### src/rtl/dcp_route_fifo_unit.sv
// Decoupled router: one input steered into RNUM per-output FIFOs; bad destinations dropped and counted.
// Optional multicast (Dst as bitmask) when DCP_ROUTE_MCAST_EN is defined.
module dcp_route_fifo_unit #(
    parameter int DW    = 8,
    parameter int AW    = 4,
    parameter int RNUM  = 4,
    parameter int DEPTH = 4,
    parameter int CW    = 16
) (
    input  logic                                iClk,
    input  logic                                iRst,
    input  logic                                iDcpIn_Vld,
    output logic                                iDcpIn_Rdy,
    input  logic [DW-1:0]                       iDcpIn_Pld,
    input  logic [AW-1:0]                       iDcpIn_Dst,
    output logic [RNUM-1:0]                     oDcpOut_Vld,
    input  logic [RNUM-1:0]                     oDcpOut_Rdy,
    output logic [RNUM*DW-1:0]                  oDcpOut_Pld,
    output logic [RNUM*AW-1:0]                  oDcpOut_Dst,
    output logic [RNUM*$clog2(DEPTH+1)-1:0]     oLevel,
    output logic                                oDropPulse,
    output logic [CW-1:0]                       oDropCnt
);

    localparam int PW = $clog2(DEPTH);
    localparam int LW = $clog2(DEPTH+1);
    localparam int EW = DW + AW;

    logic [EW-1:0] mem_q    [RNUM][DEPTH];
    logic [EW-1:0] mem_d    [RNUM][DEPTH];
    logic [PW-1:0] wr_ptr_q [RNUM];
    logic [PW-1:0] wr_ptr_d [RNUM];
    logic [PW-1:0] rd_ptr_q [RNUM];
    logic [PW-1:0] rd_ptr_d [RNUM];
    logic [LW-1:0] level_q  [RNUM];
    logic [LW-1:0] level_d  [RNUM];
    logic          drop_pulse_q, drop_pulse_d;
    logic [CW-1:0] drop_cnt_q, drop_cnt_d;

    logic [RNUM-1:0] sel_s;
    logic [RNUM-1:0] full_s;
    logic [RNUM-1:0] vld_s;
    logic [RNUM-1:0] push_s;
    logic [RNUM-1:0] pop_s;
    logic            accept_s;
    logic            drop_s;

    // Destination decode: an all-zero select means the beat is dropped.
    always_comb begin
        sel_s = '0;
`ifdef DCP_ROUTE_MCAST_EN
        sel_s = iDcpIn_Dst[RNUM-1:0];
`else
        for (int r = 0; r < RNUM; r++) begin
            if (32'(iDcpIn_Dst) == r) begin
                sel_s[r] = 1'b1;
            end else begin
                sel_s[r] = 1'b0;
            end
        end
`endif
    end

    // Flags come only from registered levels, so Rdy never sees oDcpOut_Rdy.
    always_comb begin
        full_s = '0;
        vld_s  = '0;
        for (int r = 0; r < RNUM; r++) begin
            full_s[r] = (level_q[r] == LW'(DEPTH));
            vld_s[r]  = (level_q[r] != '0);
        end
    end

    assign iDcpIn_Rdy = ~|(sel_s & full_s);
    assign accept_s   = iDcpIn_Vld & iDcpIn_Rdy;
    assign drop_s     = accept_s & (sel_s == '0);
    assign push_s     = sel_s & {RNUM{accept_s}};
    assign pop_s      = vld_s & oDcpOut_Rdy;

    // Per-FIFO storage, pointer and level next-state.
    always_comb begin
        mem_d    = mem_q;
        wr_ptr_d = wr_ptr_q;
        rd_ptr_d = rd_ptr_q;
        level_d  = level_q;
        for (int r = 0; r < RNUM; r++) begin
            if (push_s[r]) begin
                mem_d[r][wr_ptr_q[r]] = {iDcpIn_Pld, iDcpIn_Dst};
                wr_ptr_d[r]           = wr_ptr_q[r] + PW'(1);
            end else begin
                wr_ptr_d[r] = wr_ptr_q[r];
            end
            if (pop_s[r]) begin
                rd_ptr_d[r] = rd_ptr_q[r] + PW'(1);
            end else begin
                rd_ptr_d[r] = rd_ptr_q[r];
            end
            case ({push_s[r], pop_s[r]})
                2'b10:   level_d[r] = level_q[r] + LW'(1);
                2'b01:   level_d[r] = level_q[r] - LW'(1);
                default: level_d[r] = level_q[r];
            endcase
        end
    end

    // Drop pulse and saturating drop counter next-state.
    always_comb begin
        drop_pulse_d = drop_s;
        drop_cnt_d   = drop_cnt_q;
        if (drop_s && (drop_cnt_q != {CW{1'b1}})) begin
            drop_cnt_d = drop_cnt_q + CW'(1);
        end else begin
            drop_cnt_d = drop_cnt_q;
        end
    end

    // Control state registers; reset discards every queued beat.
    always_ff @(posedge iClk) begin
        if (iRst) begin
            for (int r = 0; r < RNUM; r++) begin
                wr_ptr_q[r] <= '0;
                rd_ptr_q[r] <= '0;
                level_q[r]  <= '0;
            end
            drop_pulse_q <= 1'b0;
            drop_cnt_q   <= '0;
        end else begin
            wr_ptr_q     <= wr_ptr_d;
            rd_ptr_q     <= rd_ptr_d;
            level_q      <= level_d;
            drop_pulse_q <= drop_pulse_d;
            drop_cnt_q   <= drop_cnt_d;
        end
    end

    // Payload storage needs no reset: entries are only visible through level.
    always_ff @(posedge iClk) begin
        mem_q <= mem_d;
    end

    for (genvar r = 0; r < RNUM; r++) begin : g_out
        logic [EW-1:0] head_s;
        assign head_s                  = mem_q[r][rd_ptr_q[r]];
        assign oDcpOut_Pld[r*DW +: DW] = head_s[EW-1:AW];
        assign oDcpOut_Dst[r*AW +: AW] = head_s[AW-1:0];
        assign oLevel[r*LW +: LW]      = level_q[r];
    end

    assign oDcpOut_Vld = vld_s;
    assign oDropPulse  = drop_pulse_q;
    assign oDropCnt    = drop_cnt_q;

endmodule

### config.mk
export PLATFORM = sky130hd
export DESIGN_NAME = dcp_route_fifo_unit
export DESIGN_NICKNAME = d
export VERILOG_FILES = /design/src/rtl/dcp_route_fifo_unit.sv
export SDC_FILE = /design/constraint.sdc
export NUM_CORES = 1
export LEC_CHECK = 0
export ABC_AREA = 1
export CORE_ASPECT_RATIO = 0.75
export CORE_UTILIZATION = 49
export CTS_CLUSTER_DIAMETER = 200
export DETAILED_ROUTE_END_ITERATION = 6
export GPL_ROUTABILITY_DRIVEN = 0
export MAX_ROUTING_LAYER = met4
export PLACE_DENSITY_LB_ADDON = 0.3
export REMOVE_ABC_BUFFERS = 1
export SLEW_MARGIN = 10
export SYNTH_ARGS = -nofsm -noshare
export SYNTH_HDL_FRONTEND = slang
export SYNTH_SLANG_ARGS = --single-unit
### constraint.sdc
create_clock -name iClk -period 2.3 [get_ports iClk]
set_input_delay 0.46 -clock iClk [delete_from_list [all_inputs] [get_ports iClk]]
set_output_delay 0.46 -clock iClk [all_outputs]
set_load 0.03 [all_outputs]
==> Flow_metrics.wiki, run 1 <==
{| class="wikitable"
! Metric !! Value
|-
| Most numerous cell on the critical path || buf_4
|-
| Avg Synthesized Cell Area || 11.3 um^2
|-
| Vias in the first global route || 6111
|-
| Hold-fix buffers at CTS || 0
|-
| Post-detailed-placement half-perimeter wirelength || 14.7 mm
|-
| Number of placed cells counting well taps || 1274
|-
| Number of standard cells in the final layout excluding fillers || 1325
|-
| Critical Path End Type || output port
|-
| Number of detailed-routing iterations run before antenna repair || 5
|-
| Sinks on the clock net || 237
|-
| Final worst-path cycle share || 97.4%
|-
| Root buf cell || clkbuf_16
|-
| Antenna Cells || 0
|-
| Area Overhead vs Synth || 27.1%
|-
| Data required time of the worst path || 1840 ps
|-
| Die Outline Area || 20500 um^2
|-
| Hold WC Path Type || input pin to flip-flop
|-
| Cell type contributing the most total cell area after synthesis || edfxtp_1
|-
| Share of final-layout standard cells stronger than drive strength 1 || 20.6%
|-
| Clock slew at the register clock pins of the worst setup and hold paths || 60 ps
|-
| Layer with the highest usage after global routing || met2
|-
| Max stage delay on crit path || 440 ps
|-
| Outcome || completed
|-
| Area of the placeable core || 19400 um^2
|-
| Timing-limited maximum frequency || 0.446 GHz
|-
| Post-synthesis register bit count || 237
|-
| Count of vias placed by the detailed router || 6930
|-
| Clock buffers created by TritonCTS || 23
|-
| # IOs || 101
|-
| Routed WL || 21.8 mm
|-
| Register Area || 6680 um^2
|-
| Worst min-delay path startpoint || iDcpIn_Dst[0]
|-
| Worst reg2reg setup slack || 180 ps
|-
| Worst path bufs/invs || 2
|-
| Slowest library cell on the worst path || dfxtp_1
|-
| Pwr per Cell Area || 741 nW/um^2
|-
| Setup clock skew after layout || 8.56 ps
|-
| Fin area || 12400 um^2
|-
| FILL cells || 1474
|-
| Detail-routed net length per standard cell || 16.5 um
|-
| Met3 Use GR || 3.20%
|-
| Instance count of the mapped netlist || 866
|-
| Worst R2R Start || oLevel[10]
|-
| GRT Overall Usage || 21.9%
|-
| Final number of max-transition violations || 0
|-
| Hold EP || mem_q[60]
|-
| Detailed router's first-iteration violation count || 566
|-
| Cell family with the largest share of critical-path delay || buffers and inverters
|-
| Count leader, synth || edfxtp_1
|-
| First-pass GRT wire length || 32.6 mm
|-
| Number of failing hold endpoints at the final stage || 0
|-
| Critical path, cell by cell || buf_4, o21ai_0, o22ai_1, buf_4
|-
| Most frequent cells after synthesis || edfxtp_1 (192), nor2_1 (181), o21ai_0 (120)
|-
| Worst path setup slack after routing || 59.8 ps
|-
| Minimum hold slack || 435 ps
|-
| Met2 track utilization from global routing || 33.3%
|-
| Area post-placement || 11500 um^2
|-
| Worst hold path cell count || 2
|-
| Final core utilization || 63.7%
|-
| Critical Path Source Type || flip-flop
|-
| Routed via count divided by cell count || 5.23
|-
| Net total in the final layout || 1099
|-
| Crit path time final || 2240 ps
|-
| Post-Synthesis Cell Area || 9750 um^2
|-
| Transition time at the pin with the least slew margin || 780 ps
|-
| Count of yosys warnings during synthesis || 0
|-
| Worst Path Max Fanout || 9
|-
| Initial antenna violation count || 0
|-
| Worst-case vdd ir drop || 0.000672 V
|-
| Accumulated negative setup slack || 0 ps
|-
| Worst slack after detailed placement || -684 ps
|-
| Num rows || 44
|-
| Most frequently used flop master after synthesis || edfxtp_1
|-
| DIE WIDTH || 165 um
|-
| Global route overflow || 0
|-
| Pin count of the biggest net entering global routing || 27
|-
| Synth async-reset ratio || 0%
|-
| Effective utilization at floorplan || 50.2%
|-
| Area used by multi-input combinational logic || 2690 um^2
|-
| Synth cell types || 28
|-
| Residual antenna-violating net count after detailed routing || 0
|-
| Max Root-Sink Buffers || 3
|-
| Met1 usage in global routing || 31.2%
|-
| Number of H-tree branching levels || 1
|-
| Top area cells in the synthesized netlist || edfxtp_1 (59%), dfxtp_1 (9.2%), nor2_1 (7.0%)
|-
| Number of enable flip-flop cells after synthesis || 192
|-
| Worst setup path category || flip-flop to output port
|-
| DRC violation count after routing || 0
|-
| Arrival time reported for the critical path endpoint || 1780 ps
|-
| Vert. Die Dim || 124 um
|-
| Critical register-to-register path endpoint || oLevel[8]
|-
| Worst slew margin || 47.9%
|-
| Static leakage || 4.60 nW
|-
| Max Cap Viol || 0
|-
| Clk Latency, worst-skew pair || 500 ps
|-
| Number of port buffers || 100
|-
| Setup Viol. Count Final || 0
|-
| Part of the Yosys area used for sequential elements || 68.4%
|-
| CTS tree || built
|-
| Proportion of netlist area held by the largest area contributor || 59.1%
|-
| R2R cell count || 14
|-
| Overall power || 9.18 mW
|}
[area by class of cell]
cell class / count / share of cell area, %
clock inverters: 13 / 1.22
flip-flops and latches: 237 / 53.9
clock buffers: 29 / 5.07
repair buffers: 194 / 13.1
multi-input cells: 518 / 21.7
well taps: 253 / 2.56
inverters: 81 / 2.52
[layer usage]
layer	routed length, um	up-vias
li1	-	3410
met4	299	0
met3	1270	22
met5	0	-
met2	9930	213
met1	10300	3285
[report_power, final]
group	internal, mW	total, mW	switching [mW]
logic	0.241	0.666	0.425
clock network	2.28	3.83	1.55
registers	4.66	4.69	0.0259
[how the worst max path moves through the flow]
stage                  startpoint               to  slack (ps)  cells after the start
floorplan              oLevel[10]        oLevel[1]         -30                     13
global placement    iDcpIn_Dst[1]        oLevel[5]        -540                     16
detailed placement  iDcpIn_Dst[0]        oLevel[5]        -680                     16
CTS                   rd_ptr_q[7]   oDcpOut_Dst[0]          20                      5
global route          rd_ptr_q[2]  oDcpOut_Dst[10]         -40                      5
finish                rd_ptr_q[3]  oDcpOut_Dst[11]          60                      4
[cell families (layout without fill, tap and decap cells)]
group,count (synthesis),count (layout),synth area share [%]
AND/OR/NAND/NOR,288,288,12.2
adder cells (fa/ha/maj),25,25,3.52
flip-flops,237,237,68.4
XOR/XNOR,1,1,0.0899
buffers and inverters,111,317,4.48
AO/OA/AOI/OAI,204,204,11.3
[cells in the final DEF, fill, tap and decap left out, types with 6 or more instances in the layout]
cell type / n
a21oi_1: 31
nand3_1: 21
buf_4: 127
ha_1: 21
inv_1: 71
clkbuf_16: 23
o22ai_1: 46
o21ai_1: 9
o21ai_0: 111
dfxtp_1: 38
dlygate4sd2_1: 10
clkdlybuf4s50_1: 44
nor2_1: 177
nor2_2: 8
nand2_1: 62
dfxtp_2: 6
inv_2: 7
edfxtp_1: 192
[registers in the layout (all words and copies together), names as in the netlist]
signal      flops
rd_ptr_q        8
oDropPulse      1
oDropCnt       16
oLevel         12
wr_ptr_q        8
mem_q         192
[what timing repair did]
item / 4_1_cts / 5_1_grt
setup endpoints to repair: 34 / 31
hold endpoints to repair: 0 / 0
resized for setup: 42 / 31
pin swaps: 4 / 1
setup buffers: 5 / 4
(Power assumes the default switching activity.)
==> run 2: changes to the inputs <==
--- a/config.mk
+++ b/config.mk
@@ -6,6 +6,7 @@
 export NUM_CORES = 1
 export LEC_CHECK = 0
 export ABC_AREA = 1
+export CAP_MARGIN = 20
 export CORE_ASPECT_RATIO = 0.75
 export CORE_UTILIZATION = 49
 export CTS_CLUSTER_DIAMETER = 200
==> results of run 2 <==
No change in the layout: final DEF, timing and power equal those of run 1.
